--- config.mk ---
export PLATFORM = sky130hd
export DESIGN_NAME = fmo_reader
export DESIGN_NICKNAME = d
export VERILOG_FILES = /design/src/rtl/fmo_reader.sv
export SDC_FILE = /design/constraint.sdc
export NUM_CORES = 1
export LEC_CHECK = 0
export ABC_AREA = 1
export CORE_ASPECT_RATIO = 1.4
export CORE_MARGIN = 3
export CORE_UTILIZATION = 34
export CTS_CLUSTER_DIAMETER = 150
export DETAILED_ROUTE_END_ITERATION = 6
export GPL_TIMING_DRIVEN = 0
export HOLD_SLACK_MARGIN = 0.05
export SYNTH_ARGS = -nofsm -noshare
export SYNTH_HDL_FRONTEND = slang
export SYNTH_SLANG_ARGS = --single-unit
export TNS_END_PERCENT = 50
--- constraint.sdc ---
create_clock -name clk -period 4.4 [get_ports clk]
set_input_delay 1.1 -clock clk [delete_from_list [all_inputs] [get_ports clk]]
set_output_delay 1.1 -clock clk [all_outputs]
set_load 0.01 [all_outputs]
--- src/rtl/fmo_reader.sv ---
`default_nettype none
// ============================================================================
// fmo_reader : drains a pixel tile from the FMO tile RAM onto a valid/ready stream
// Revision   : 1.0  initial release
// ============================================================================
module fmo_reader #(
  parameter int FMO_N_ELEM = 1024,
  parameter int PX_W       = 16,
  parameter int AW         = $clog2(FMO_N_ELEM),
  parameter int LW         = $clog2(FMO_N_ELEM) + 1
) (
  input  logic            clk,
  input  logic            rst_n,
  input  logic            start,
  input  logic [AW-1:0]   base_addr,
  input  logic [LW-1:0]   len,
  output logic            ram_rd,
  output logic [AW-1:0]   ram_addr,
  output logic            ram_write,
  input  logic [PX_W-1:0] ram_res,
  output logic [PX_W-1:0] out_data,
  output logic            out_valid,
  input  logic            out_ready,
  output logic            out_last,
  output logic            busy,
  output logic            done
);

  typedef enum logic [1:0] {
    S_IDLE  = 2'd0,
    S_RUN   = 2'd1,
    S_FLUSH = 2'd2,
    S_DONE  = 2'd3
  } state_t;

  localparam logic [AW:0] c_N_ELEM = (AW+1)'(FMO_N_ELEM);

  state_t          r_state;
  state_t          w_state_nxt;
  logic [AW-1:0]   r_base;
  logic [LW-1:0]   r_len;
  logic [LW-1:0]   r_rd_cnt;
  logic [LW-1:0]   r_out_cnt;
  logic            r_in_flight;
  logic [PX_W-1:0] r_buf [2];
  logic            r_wr_ptr;
  logic            r_rd_ptr;
  logic [1:0]      r_buf_cnt;

  logic            w_push;
  logic            w_pop;
  logic            w_issue;
  logic            w_last_rd;
  logic            w_accept;
  logic [2:0]      w_occ;
  logic [AW:0]     w_addr_sum;
  logic [AW:0]     w_addr_mod;

  assign w_accept  = (r_state == S_IDLE) && start;
  assign w_push    = r_in_flight;
  assign out_valid = (r_buf_cnt != 2'd0);
  assign out_data  = r_buf[r_rd_ptr];
  assign out_last  = out_valid && (r_out_cnt == r_len - LW'(1));
  assign w_pop     = out_valid && out_ready;

  // Occupancy after this cycle's pop: buffered words plus the read still in flight.
  assign w_occ   = {1'b0, r_buf_cnt} + {2'b00, r_in_flight} - {2'b00, w_pop};
  assign w_issue = (r_state == S_RUN) && (r_rd_cnt < r_len) && (w_occ < 3'd2);
  assign w_last_rd = (r_rd_cnt + LW'(1)) == r_len;

  // While issuing, rd_cnt < len <= FMO_N_ELEM, so its low AW bits hold the full offset.
  assign w_addr_sum = {1'b0, r_base} + {1'b0, r_rd_cnt[AW-1:0]};
  assign w_addr_mod = (w_addr_sum >= c_N_ELEM) ? (w_addr_sum - c_N_ELEM) : w_addr_sum;

  assign ram_rd    = w_issue;
  assign ram_addr  = w_issue ? w_addr_mod[AW-1:0] : '0;
  assign ram_write = 1'b0;
  assign busy      = (r_state == S_RUN) || (r_state == S_FLUSH);
  assign done      = (r_state == S_DONE);

  always_comb begin
    w_state_nxt = r_state;
    case (r_state)
      S_IDLE: begin
        if (start) begin
          w_state_nxt = (len == '0) ? S_DONE : S_RUN;
        end
      end
      S_RUN: begin
        if (w_issue && w_last_rd) begin
          w_state_nxt = S_FLUSH;
        end
      end
      S_FLUSH: begin
        if (w_pop && out_last) begin
          w_state_nxt = S_DONE;
        end
      end
      S_DONE:  w_state_nxt = S_IDLE;
      default: w_state_nxt = S_IDLE;
    endcase
  end

  always_ff @(posedge clk or negedge rst_n) begin
    if (!rst_n) begin
      r_state     <= S_IDLE;
      r_base      <= '0;
      r_len       <= '0;
      r_rd_cnt    <= '0;
      r_out_cnt   <= '0;
      r_in_flight <= 1'b0;
      r_buf[0]    <= '0;
      r_buf[1]    <= '0;
      r_wr_ptr    <= 1'b0;
      r_rd_ptr    <= 1'b0;
      r_buf_cnt   <= 2'd0;
    end else begin
      r_state     <= w_state_nxt;
      r_in_flight <= w_issue;
      if (w_accept) begin
        r_base    <= base_addr;
        r_len     <= len;
        r_rd_cnt  <= '0;
        r_out_cnt <= '0;
      end else begin
        if (w_issue) begin
          r_rd_cnt <= r_rd_cnt + LW'(1);
        end
        if (w_pop) begin
          r_out_cnt <= r_out_cnt + LW'(1);
        end
      end
      // RAM data lands one cycle after its read; the issue rule guarantees room.
      if (w_push) begin
        r_buf[r_wr_ptr] <= ram_res;
        r_wr_ptr        <= ~r_wr_ptr;
      end
      if (w_pop) begin
        r_rd_ptr <= ~r_rd_ptr;
      end
      r_buf_cnt <= r_buf_cnt + {1'b0, w_push} - {1'b0, w_pop};
    end
  end

endmodule
`default_nettype wire
==> Word level (Yosys, flattened, before mapping) <==
Index checks and enable logic that the tools add are counted.
W data, S select, Z words.
{ "word_totals": {"reg_bits": 82} }
{ "op_classes": {"bitwise_logic": 4, "n_addsub": 9, "magnitude_cmp": 6, "n_eq_ne": 8, "n_reduce_logical": 15, "mux": 17} }
{ "ops": {"columns": ["operator", "n"], "rows": [
  ["$mux W16", 4],
  ["$mux W11", 4],
  ["$bwmux W32", 1],
  ["$add A11 B1 Y11 const B", 2],
  ["$eq A11 B11 Y1", 2],
  ["$mux W10", 2],
  ["$demux W16 S1", 1],
  ["$add A10 B10 Y11", 1],
  ["$ge A11 B11 Y1 const B", 1],
  ["$logic_not A11 Y1", 1],
  ["$lt A11 B11 Y1", 1],
  ["$sub A11 B1 Y11 const B", 1],
  ["$sub A10 B1 Y10 const B", 1],
  ["$logic_and A1 B1 Y1", 8],
  ["$mux W2", 4],
  ["$pmux W2 S4", 1],
  ["$reduce_bool A2 Y1", 3],
  ["$eq A2 B2 Y1 const B", 2],
  ["$ge A2 B2 Y1 const B", 2],
  ["$ne A2 B1 Y1 const B", 2],
  ["$not A1 Y2", 2],
  ["$add A2 B1 Y3", 1],
  ["$lt A3 B2 Y1 const B", 1],
  ["$reduce_and A3 Y1", 1],
  ["other kinds (9)", 10]
]} }

==> Longest topological paths before layout <==
Gate-level depths: netlist (run 1).
{ "logic_depth": {"depth_word": 8, "ltp_mapped": 17, "depth_no_buf": 17} }

==> Worst setup path after synthesis (run 1) <==
No wires, ideal clock.
{ "synth_timing": {"kind": "input to output", "from": "input out_ready", "to": "output ram_addr[7]", "t_arrival_ns": 3.127, "path_slack_ns": 0.173, "cell_stages": 11, "path_cell_list": "nand2_4 inv_2 ha_1 inv_1 ha_1 fa_1 nor3b_1 inv_1 nor2_2 inv_1 nor2_1"} }
{ "synth_via": {"elab_chain_cells": 5} }
{ "synth_lines": {"columns": ["item", "line_no", "rtl"], "rows": [
  ["from (decl)", "23", "input logic out_ready,"],
  ["$logic_and A1 B1 Y1", "64", "assign w_pop = out_valid && out_ready;"],
  ["net w_pop", "51", "logic w_pop;"],
  ["$sub A3 B1 Y3", "67", "assign w_occ = {1'b0, r_buf_cnt} + {2'b00, r_in_flight} - {2'b00, w_pop};"],
  ["net w_occ[1]", "55", "logic [2:0] w_occ;"],
  ["$lt A3 B2 Y1", "68", "assign w_issue = (r_state == S_RUN) && (r_rd_cnt < r_len) && (w_occ < 3'd2);"],
  ["$logic_and A1 B1 Y1", "68", null],
  ["net ram_rd", "17", "output logic ram_rd,"],
  ["$mux W10", "76", "assign ram_addr = w_issue ? w_addr_mod[AW-1:0] : '0;"],
  ["to (decl)", "18", "output logic [AW-1:0] ram_addr,"]
]} }
The timed path passes the listed nets, and every way through them passes these cells.

==> Worst setup path in the final report (run 1) <==
{ "layout_timing": {"from": "input out_ready", "to": "output ram_addr[9]"} }
{ "layout_via": {"elab_chain_cells": 5} }
{ "layout_lines": {"columns": ["item", "line_no"], "rows": [
  ["$logic_and A1 B1 Y1", "64"],
  ["net w_pop", "51"],
  ["$sub A3 B1 Y3", "67"],
  ["net w_occ[1]", "55"],
  ["$lt A3 B2 Y1", "68"],
  ["$logic_and A1 B1 Y1", "68"],
  ["$mux W10", "76"]
]} }
The timed path passes the listed nets, and every way through them passes these cells.

==> flow_results.org, run 1 <==
** Cells and area
- The filler cells instantiated in the layout total 1492.
- Synthesis-to-layout area growth :: 27.3%
- Share of the core filled with cells in the final layout :: 0.444
- Ratio of cells with drive above 1 in the final layout :: 0.112
- Number of nets in the finished design :: 856
- Finished Cell Area :: 0.00647 mm²
- Inserted Diodes :: 0

** STA
- Unrepaired setup endpoints after global routing :: yes
- At the pin with the least slew margin, the transition time is 0.511 ns.
- Setup violations, final :: 0
- The number of hold violations in the final report was 0.
- Normalized max-slew margin :: 0.659
- Based on the critical path, the design can be clocked at up to 0.231 GHz.
- Final count of pins violating max slew :: 0
- Of the available clock period, the critical path in the final layout requires 0.985.
- Clock tree skew after final layout :: 0.00915 ns
- Minimum clock period after layout :: 4.33 ns

** Synth
- Among all cell types in the netlist, the one instantiated most often is nand2_1.
- Synth Cell Area :: 0.00509 mm²
- Synthesis produced a netlist whose cell count is 691.
- Summed over all instances, the cell type with the most area after synthesis is dfrtp_1.
- Number of distinct library cells after synthesis :: 37
- EDFF count, synth :: 0
- Share of the synthesized area in the top cell type :: 0.403
- Ranked by instance count, the synthesized netlist is headed by nand2_1, dfrtp_1, inv_1, o21ai_0, nor2_1.
- Flip-flop and latch count after synthesis :: 82
- Number of warning messages in the yosys log :: 0
- In the synthesized netlist the dominant register cell turns out to be dfrtp_1.
- Counting every net in the synthesized netlist gives 764.
- Sequential area share after synthesis :: 0.403
- After synthesis, the cell types taking the most area are dfrtp_1, nand2_1, ha_1, o21ai_0, inv_1.
- Counting flops with an async set or reset pin after synthesis yields a share of 1.00.
- Post-synthesis area per instance :: 7.36 µm²

** Global routing
- Pin count of the biggest net entering global routing :: 61
- The first global-routing pass estimated 21600 µm of wire.
- Initial antenna violation count :: 0
- Remaining Overflow, GRT :: 0
- The via count of the first global-routing pass is 4474.
- For this run, the total global-route usage over all layers was measured as 0.167.

** Hold path
- Worst Hold End :: r_buf[5]$_DFFE_PN0P_
- The worst hold path was traced through 2 stages.
- Worst hold path type :: flip-flop to flip-flop
- The startpoint identified for the worst hold timing path is r_buf[5]$_DFFE_PN0P_.

** Worst setup path
- Cells along the critical path :: buf_6, nand2_4, inv_4, ha_4, inv_2, ha_4, fa_1, nor3b_2, inv_1, nor2_4, buf_6, clkinvlp_4, buf_6, nor2_4, buf_6
- STA classifies the critical path endpoint as an output pin.
- Kind of cell adding the most delay to the critical path :: adder cells
- The slowest stage of the critical path is the fa_1 cell.
- For this run, the slowest stage of the critical path takes 0.47 ns.
- The worst setup path is launched from an input pin.
- Arrival time reported for the critical path endpoint :: 3.23 ns
- In this design, the critical path's most frequently occurring cell is buf_6.
- Worst setup path category :: input pin to output pin
- The worst register-to-register path begins at r_buf_cnt[1]$_DFF_PN0_.
- Worst path bufs/invs :: 8
- Critical register-to-register path endpoint :: r_rd_cnt[8]$_DFFE_PN0P_
- R2R depth :: 17
- Flop2flop setup slack :: 1.41 ns
- Worst EP required :: 3.30 ns
- Of all nets on the critical path, the largest fanout is 4.

** Floorplanning
- The die is 151 µm tall.
- Standard cell core area :: 0.0146 mm²
- In this run the count of I/O pins placed on the die edge is 73.
- Die width :: 109 µm
- Number of placement rows :: 52
- Area of the die :: 0.0165 mm²
- For this configuration, the core starts out at a cell density of 0.349.

** Clocking
- TritonCTS clock tree :: done
- In this run the number of H-tree levels came out at 3.
- For this design, the sink count on the clock tree is 82.
- Buffers from clock root to sink, at most :: 2
- Clock input transition at the sequential cells of the worst setup and hold paths :: 0.06 ns
- Number of buffers created by CTS :: 9
- Clock latency reported for the late side of the worst-skew pair :: 0.34 ns
- Buffers inserted to repair hold after CTS numbered 0.
- The tree is rooted in a clkbuf_16.

** Outcome
- Status :: completed

** Drt
- Wires add up to 13000 µm.
- For this run, the detailed router's first-pass iteration total came to 5.
- DRC errors left :: 0
- Total via count after detailed routing :: 4623
- Using the TritonRoute via totals, the vias-per-cell ratio works out to 4.73.
- In this run the remaining antenna-violating nets after routing total 0.
- DR iter-0 viols :: 220
- Dividing the detail-routed wire length by the instance count gives 13.3 µm.

** Placed design
- Post-DP HPWL :: 9890 µm
- Once placement finished, the instance area stood at 0.00606 mm².
- Routability-driven placement finished with a final weighted congestion of 0.859.
- The count of buffers added on input and output ports is 71.

** Pwr
- Power spread over the standard cell area amounts to 655 mW/mm².
- Static Leakage :: 3.24 nW
- Largest voltage drop on the vdd net :: 0.000274 V

** Run
- The tool flagged a number of max-cap violations equal to 0.
## registers in the layout (all words and copies together), names as in the netlist
name and cells:
r_len 11, r_state 2, r_wr_ptr 1, r_in_flight 1, r_rd_cnt 11, r_base 10
r_rd_ptr 1, r_buf 32, r_out_cnt 11, r_buf_cnt 2
## logic make-up after synthesis
group	count (synthesis)	share of synthesized area
AOI/OAI and AO/OA	95	0.0967
xor gates and xnor gates	10	0.0199
buffers and inverters	97	0.0743
and+or+nand+nor	374	0.323
DFF	82	0.403
other	1	0.000737
adders and majority gates	32	0.0817
## layer usage
layer | up-vias | share of wire | track usage
li1 | 2398 | - | -
met1 | 2110 | 0.43 | 0.204
met2 | 96 | 0.51 | 0.297
met3 | 19 | 0.033 | 0.0167
met4 | 0 | 0.024 | 0.0655
met5 | - | 0 | 0
## power breakdown
part	total, mW	switching (mW)	internal [mW]	leakage, nW
logic	2.16	1.24	0.918	2.11
registers	1.32	0.252	1.06	1.00
clock network	0.769	0.326	0.444	0.135
## per-stage QoR
stage	TNS, ns	power (mW)	std cells	hold slack, ns	setup slack (ns)
floorplan	0	2.61	691	0.453	0.173
global placement	-90.08	3.36	951	0.466	-1.28
detailed placement	-12.56	3.40	952	0.474	-1.31
global route	-0.0807	4.66	977	0.501	-0.0584
CTS	0	4.26	976	0.489	0.0575
finish	0	4.24	977	0.485	0.0654
## worst reg2reg max path, stage by stage, from the launching register on
cell and delay (ns):
dfrtp_1 0.41, inv_2 0.10, nand2_4 0.07, nand2_4 0.08, inv_4 0.04, ha_4 0.25, inv_2 0.04, ha_4 0.14
fa_1 0.47, nor3b_2 0.20, inv_1 0.10, nor2_4 0.15, buf_6 0.12, clkinvlp_4 0.11, buf_4 0.15, buf_4 0.14
nand2_2 0.17, o22ai_1 0.12
## worst max-delay path by stage
stage	from	to	slack (ns)	depth (start not counted)
global route	out_ready	ram_addr[9]	-0.06	15
floorplan	out_ready	ram_addr[7]	0.17	11
CTS	out_ready	ram_addr[9]	0.06	15
global placement	out_ready	ram_addr[1]	-1.28	13
finish	out_ready	ram_addr[9]	0.07	15
detailed placement	out_ready	ram_addr[7]	-1.31	13
## cell usage in the layout, fill, tap and decap left out, types with 3 or more instances in the layout
cell type / instances
nand2_1: 232
dfrtp_1: 82
inv_1: 69
o21ai_0: 60
clkdlybuf4s50_1: 58
nor2_1: 44
nand3_1: 43
ha_1: 28
a21oi_1: 20
clkbuf_1: 14
nand2_2: 12
nand4_1: 10
buf_4: 10
buf_2: 9
clkbuf_16: 9
o22ai_1: 8
nor2_2: 7
nor3_1: 6
buf_6: 6
inv_2: 5
clkinvlp_4: 5
xor2_1: 5
nor2_4: 4
xnor2_1: 4
nand2_4: 3
nor4_1: 3
## what timing repair did
action,in CTS,in global routing
buffers inserted,8,2
resized for setup,50,19
pin swaps,6,6
setup endpoints to repair,11,9
## area by class of cell
| cell class | count | area (µm²) | area share |
|---|---|---|---|
| clock buffer | 9 | 225 | 0.0348 |
| buffer | 19 | 85.1 | 0.0131 |
| sequential | 82 | 2050 | 0.317 |
| multi-input combinational | 512 | 2720 | 0.420 |
| timing repair buffer | 81 | 777 | 0.120 |
| tap | 189 | 236 | 0.0365 |
| inverter | 78 | 299 | 0.0462 |
| clock inverter | 7 | 77.6 | 0.0120 |
(Power assumes the default switching activity.)
==> inputs of run 2 (changes only) <==
RECOVER_POWER = 25   (was unset)
SLEW_MARGIN = 40   (was unset)
==> flow_results.org, run 2 (synthesis gave the netlist of run 1 again) <==
** Outcome
- Status :: finished, violations left
- Failing checks :: max-capacitance violations, max-slew violations

** Clocking
- The number of clock sinks came to 82 (unchanged).
- Number of buffers created by CTS :: 9 (unchanged)
- TritonCTS built the clock tree.
- Clock tree root driver cell :: clkbuf_16
- The number of levels the H-tree was split into came to 3 (unchanged).
- The clock latency reported for the late side of the worst-skew pair is 0.34 ns (about the same).
- Cts-stage hold buffer count :: 0 (unchanged)
- The largest buffer count on any clock path is 2 (unchanged).
- Clock input transition at the sequential cells of the worst setup and hold paths :: 0.06 ns (about the same)

** Drt
- First-pass iteration count of the detailed router :: 4 (-1)
- The detailed-route wire length is 13100 µm (+1.3%).
- Wire per inst :: 13.4 µm (+1.4%)
- DRC errors left :: 0 (unchanged)
- The via density per instance came to 4.75 (+0.34%).
- The number of nets with antenna violations after detailed routing is 0 (unchanged).
- Total via count after detailed routing :: 4634 (+0.24%)
- DR iter-0 viols :: 212 (-3.6%)

** Cells and area
- The library cell used most frequently in the layout, excluding fill and tap cells, is nand2_1.
- Synthesis-to-layout area growth :: 27.2% (about the same)
- More flip-flops sit in one register than any other, and that register is r_buf.
- The share of cells above drive strength 1 is 0.104 (-0.00748).
- Commonest non-fill, non-tap cells in the layout :: nand2_1, dfrtp_1, inv_1
- Combined area of the multi-input logic cells :: 0.00270 mm² (-0.60%)
- Register area :: 0.00205 mm² (unchanged)
- The total number of nets in the final design is 855 (-0.12%).
- The number of flip-flops under the largest register name came to 32 (unchanged).
- The fill cell instance count of the final layout came to 1535 (+2.9%).
- Inserted Diodes :: 0 (unchanged)

** Worst setup path
- The top fanout value on the critical path was 3 (-1).
- The critical path goes through buf_6, nand2_4, inv_4, ha_4, inv_2, ha_4, fa_1, nor3b_2, inv_1, nor2_4, clkinvlp_4, buf_6, nor2_2, buf_2.
- Among all stages on the critical path, the largest delay is contributed by fa_1.
- The delay of the slowest cell on the worst path came to 0.47 ns (about the same).
- Worst EP required :: 3.30 ns (about the same)
- Grouping stages by cell kind, the critical path spends the most delay in adder cells.
- The critical path is of the input pin to output pin type.
- Worst Setup Start Kind :: input pin
- The worst setup path is captured at an output pin.
- The buffer and inverter count on the worst path was 7 (-1).
- The worst endpoint data arrival time came to 3.23 ns (about the same).

** STA
- The final period utilization was 0.984 (-0.00150).
- Final count of pins violating max slew :: 53 (+53)
- The setup skew after layout is 0.00800 ns (-0.00115 ns).
- The headroom to the max-slew limit was -0.982 (-1.64).
- Peak clock frequency supported by timing :: 0.231 GHz (+0.15%)
- Transition time at the pin with the least slew margin :: 2.97 ns (+2.46 ns)
- Minimum clock period after layout :: 4.33 ns (-0.00660 ns)
- Setup violations, final :: 0 (unchanged)
- Setup repair after global routing could not meet its margin everywhere.
- The number of hold violations in the final report is 0 (unchanged).
- The final worst slack is 0.0719 ns (+0.00660 ns).

** Floorplanning
- The floorplan core area came to 0.0146 mm² (unchanged).
- The die boundary width came to 109 µm (unchanged).
- The total number of placement rows was 52 (unchanged).
- The die area was 0.0165 mm² (unchanged).
- The effective utilization at floorplan is 0.349 (unchanged).
- The boundary pin count is 73 (unchanged).
- Die Height :: 151 µm (unchanged)

** Placed design
- The pre-CTS setup slack came to -1.29 ns (+0.0186 ns).
- The sum of net half-perimeters after detailed placement was 9970 µm (+0.81%).
- The count of buffers from port buffering was 71 (unchanged).
- Gpl congestion :: 0.859 (unchanged)

** Global routing
- Most used routing layer in global routing :: met2
- Remaining Overflow, GRT :: 0 (unchanged)
- The global router's overall resource usage was 0.168 (+0.00104).
- Met1 track demand over resource in global routing :: 0.198 (-0.00656)
- Initial antenna violation count :: 0 (unchanged)
- Met3 track demand over resource :: 0.0167 (unchanged)
- The maximum number of pins on one net before global-route repair was 54 (-11%).
- Via count of the first global-routing pass :: 4581 (+2.4%)
- The wire length of the first global-routing pass was 21800 µm (+0.83%).
- GR Layer Usage met2 :: 0.305 (+0.00856)

** Pwr
- The leakage power of the design came to 3.25 nW (+0.15%).
- The largest voltage drop on the vdd net is 0.000270 V (-1.6%).
- Overall power after layout :: 4.30 mW (+1.3%)
- Power Density :: 665 mW/mm² (+1.4%)

** Run
- The number of max-cap violations came to 1 (+1).

** Hold path
- The tightest min-delay check is of the flip-flop to flip-flop type.
## run 2: cell types whose count changed in the layout (fill, tap and decap cells not counted), moves of 2 or more
cell	change
buf_6	-2
clkinvlp_4	-2
o21ai_0	+3
buf_4	-2
o21ai_2	-2
buf_12	+2
## run 2: layer usage
layer  part of all wire  wire, µm
met1               0.42      5570
met2               0.52      6860
met3              0.031       404
met4              0.022       292
met5                  0         0
## run 2: tightest hold or removal path, cell delays in order (launching register included)
cell	delay [ns]
dfrtp_1	0.34
nand2_1	0.05
o21ai_0	0.06
## run 2: power by group
group / internal (mW) / switching, mW
sequential: 1.06 / 0.254
clock: 0.502 / 0.323
combinational: 0.915 / 1.24
## run 2: area by class of cell
class	instances	share of cell area
multi-input combinational	512	0.418
timing repair buffer	80	0.118
tap	189	0.0366
buffer	19	0.0132
clock buffer	9	0.0348
clock inverter	7	0.0157
sequential	82	0.317
inverter	78	0.0462
## run 2: repair_timing
item	CTS	global route
endpoints found under the setup margin	11	10
setup buffers	10	0
pin swaps	6	6
gates resized for setup	36	21
## run 2: metrics by stage
stage	instances	TNS, ns	hold WS, ns	util	instance area (µm²)
global placement	951	-90.08	0.466	0.414	6030
detailed placement	952	-12.40	0.473	0.415	6050
global route	976	-0.194	0.502	0.444	6470
CTS	977	0	0.490	0.446	6490
finish	976	0	0.485	0.444	6470
floorplan	691	0	0.453	-	5090
## run 2: final timing paths
path	startpoint	end	slack (ns)	cells after the start
max	out_ready	ram_addr[1]	0.07	14
min	r_buf[5]$_DFFE_PN0P_	r_buf[5]$_DFFE_PN0P_	0.48	2
max reg2reg	r_buf_cnt[1]$_DFF_PN0_	r_rd_cnt[8]$_DFFE_PN0P_	1.42	16
min reg2reg	r_buf[5]$_DFFE_PN0P_	r_buf[5]$_DFFE_PN0P_	0.48	2
max in group asynchronous	rst_n	r_buf[12]$_DFFE_PN0P_	0.99	1
min in group asynchronous	rst_n	r_base[7]$_DFFE_PN0P_	1.73	1
==> inputs of run 3 (changes only) <==
CORE_MARGIN = 2   (was 3)
CTS_CLUSTER_DIAMETER = 40   (was 150)
GPL_TIMING_DRIVEN = unset   (was 0)
==> flow_results.org, run 3 (synthesis gave the netlist of run 1 again) <==
** Placed design
- The sum of net half-perimeters after detailed placement is 9230 µm (-7.5%).
- Placed insts :: 943 (-0.95%)
- Placement-stage cell area :: 0.00603 mm² (-0.39%)
- The count of buffers from port buffering is 71 (unchanged).
- The final estimated routing congestion in global placement is 0.844 (-1.8%).

** Cells and area
- The final non-filler cell total was 960 (-1.6%).
- Inserted Diodes :: 0 (unchanged)
- Most frequent standard cell in the layout excluding fill and tap cells :: nand2_1
- The total number of nets in the final design came to 839 (-1.9%).
- The number of flip-flops under the largest register name was 32 (unchanged).
- Ratio of cells with drive above 1 in the final layout :: 0.101 (-0.00303)
- The top cell types in the final layout, fill and taps aside, are nand2_1, dfrtp_1, inv_1.
- r_buf holds more flip-flops than any other register.
- Finished Cell Area :: 0.00632 mm² (-2.3%)
- Synthesis-to-layout area growth :: 24.3%
- Fill cells :: 1551 (+1.0%)

** Clocking
- TritonCTS built the clock tree.
- The number of hold buffers added after cts came to 0 (unchanged).
- Number of buffers created by CTS :: 9 (unchanged)
- The number of clock sinks is 82 (unchanged).
- In this run the clock root is driven by a clkbuf_16.
- The clock-pin transition on the worst setup and hold timing paths is 0.06 ns (about the same).
- Clock latency reported for the late side of the worst-skew pair :: 0.33 ns (about the same)
- The largest buffer count on any clock path came to 2 (unchanged).
- CTS H-Tree Depth :: 3 (unchanged)
- Post-CTS repair timing setup buffer count :: 0 (-10)

** Worst setup path
- Startpoint of the worst-slack reg-to-reg timing path :: r_buf_cnt[1]$_DFF_PN0_
- Arrival time reported for the critical path endpoint :: 3.16 ns (-0.07 ns)
- STA classifies the critical path startpoint as an input pin.
- The setup path with the least slack is of type input pin to output pin.
- Largest fanout of any net on the critical path :: 4 (+1)
- The delay of the slowest cell on the worst path is 0.47 ns (about the same).
- In this run the critical register-to-register path is captured at r_rd_cnt[5]$_DFFE_PN0P_.
- Cells along the critical path :: buf_2, nand2_4, inv_2, ha_4, inv_1, ha_2, fa_1, nor3b_2, inv_1, nor2_4, buf_6, nand2_1, nor2_1, clkdlybuf4s15_2
- The logic depth of the worst register-to-register path was 17 (+1).
- Critical Path End Type :: output pin
- Critical-path top delay cell :: fa_1
- The reg2reg setup slack came to 1.62 ns (+0.20 ns).
- Worst EP required :: 3.30 ns (about the same)
- Among the stages of the critical path, the cell type that occurs most often is inv_1.

** Floorplanning
- The floorplan core area is 0.0146 mm² (unchanged).
- The floorplan die height is 149 µm (-1.3%).
- The die boundary width was 107 µm (-1.8%).
- Starting Density :: 0.349 (unchanged)
- I/O pin cnt :: 73 (unchanged)
- The total number of placement rows came to 52 (unchanged).
- Area of the die :: 0.0160 mm² (-3.1%)

** Pwr
- The part of the total power dissipated in sequential elements was 0.319 (+0.012).
- The cell-internal power was 2.38 mW (-4.1%).
- The leakage power of the design came to 3.20 nW (-1.5%).
- The areal power density over the cells is 651 mW/mm² (-2.0%).
- Largest voltage drop on the vdd net :: 0.000310 V (+15%)
- Share of power burned in combinational logic :: 0.503 (+0.002)
- Switching Share :: 0.422 (-0.00103)
- Clock Power Share :: 0.177 (-0.015)
- Sw power :: 1.74 mW (-4.5%)

** Run
- The number of max-cap violations came to 1 (unchanged).

** STA
- The setup skew after layout came to 0.00713 ns (-0.000870 ns).
- Share of the clock period used by the worst path :: 0.967 (-0.0165)
- Setup violations, final :: 0 (unchanged)
- Peak clock frequency supported by timing :: 0.235 GHz (+1.7%)
- Unrepaired setup endpoints after global routing :: no
- Transition time at the pin with the least slew margin :: 2.83 ns (-0.146 ns)
- TNS Setup :: 0 ns (unchanged)
- Minimum clock period after layout :: 4.26 ns (-0.0728 ns)
- The number of hold violations in the final report is 0 (unchanged).
- Normalized max-slew margin :: -0.885 (+0.0970)
- Final count of pins violating max slew :: 61 (+15%)

** Drt
- Top layer used by detailed routing :: met4
- First-pass iteration count of the detailed router :: 4 (unchanged)
- Wire length on met1 :: 5480 µm (-1.6%)
- The via density per instance came to 4.70 (-1.1%).
- The detailed-route wire length came to 12500 µm (-4.9%).
- The count of unresolved DRC violations after routing was 0 (unchanged).
- The number of nets with antenna violations after detailed routing came to 0 (unchanged).
- Length of routed met2 wiring :: 6380 µm (-7.0%)
- Wire per inst :: 13.0 µm (-3.3%)
- The number of DRC markers after the initial detailed-route iteration was 288 (+36%).
- Total via count after detailed routing :: 4508 (-2.7%)
- The routed length on met3 came to 366 µm (-9.4%).

** Global routing
- Pin count of the biggest net entering global routing :: 61 (+13%)
- The global router's overall resource usage was 0.166 (-0.00217).
- Initial antenna violation count :: 0 (unchanged)
- Wire length of the first global-routing pass :: 20900 µm (-4.3%)
- The global-route congestion overflow total is 0 (unchanged).
- Via count of the first global-routing pass :: 4358 (-4.9%)

** Hold path
- The path with the worst hold slack has its endpoint at r_buf[25]$_DFFE_PN0P_.
- Cell count of the worst hold path :: 2 (unchanged)
- The startpoint identified for the worst hold timing path is r_buf[25]$_DFFE_PN0P_.
- The path class of the tightest hold or removal check is flip-flop to flip-flop.

** Outcome
- The final reports fail on max-capacitance violations, max-slew violations.
- The run finished, with violations left.
[run 3: cell count changes in the layout (fill, tap and decap cells not counted), sizes merged]
cell           before  now
clkdlybuf4s15       1    2
bufinv              2    1
buf                22   21
clkdlybuf4s25       0    1
clkinv              3    4
inv                77   76
clkinvlp            3    2
clkbuf             26   11
[run 3: routing by layer]
layer | vias up | global-route usage
li1 | 2369 | -
met1 | 2043 | 0.202
met2 | 79 | 0.292
met3 | 17 | 0.0184
met4 | 0 | 0.0724
met5 | - | 0
[run 3: metrics by stage]
step	setup WS [ns]	util	hold WS, ns	power [mW]
after floorplan	0.173	-	0.453	2.61
after global placement	-0.653	0.414	0.467	3.37
after detailed placement	-0.675	0.414	0.472	3.39
after CTS	-0.00856	0.433	0.489	4.16
after global routing	0.00977	0.434	0.510	4.53
final	0.145	0.434	0.483	4.11
[run 3: cell type report]
class                   count  area, µm²  area share
clock buffers              11        233      0.0368
repair buffers             83        764       0.121
clock inverters             5       55.1     0.00871
flip-flops and latches     82       2050       0.325
multi-input cells         512       2690       0.425
inverters                  78        293      0.0463
well taps                 189        236      0.0374
[run 3: repair_timing]
item                                    CTS  global route
cloned                                    1             0
endpoints found under the setup margin   11            11
hold endpoints to repair                  0             0
pin swaps                                 3             3
gates resized for setup                  46             9
[run 3: power groups by stage]
| stage | registers, mW | clock network [mW] | logic, mW |
|---|---|---|---|
| 2_1_floorplan | 1.25 | 0 | 1.36 |
| 4_1_cts | 1.32 | 0.753 | 2.09 |
| 5_1_grt | 1.37 | 0.788 | 2.38 |
| 3_3_place_gp | 1.32 | 0 | 2.05 |
| 3_5_place_dp | 1.33 | 0 | 2.07 |
| 6_report | 1.31 | 0.730 | 2.07 |
[run 3: how the worst max path moves through the flow]
stage	startpoint	endpoint	slack (ns)	cells after the start
6_report	out_ready	ram_addr[5]	0.14	14
2_1_floorplan	out_ready	ram_addr[7]	0.17	11
5_1_grt	out_ready	ram_addr[4]	0.01	14
3_3_place_gp	out_ready	ram_addr[9]	-0.65	14
4_1_cts	out_ready	ram_addr[6]	-0.009	14
3_5_place_dp	out_ready	ram_addr[9]	-0.67	14
[run 3: critical path: cells and delay by family]
family / cells / cell delay, ns
AND/OR/NAND/NOR: 5 / 0.52
adder cells (fa/ha/maj): 3 / 0.88
buffers and inverters: 6 / 0.64
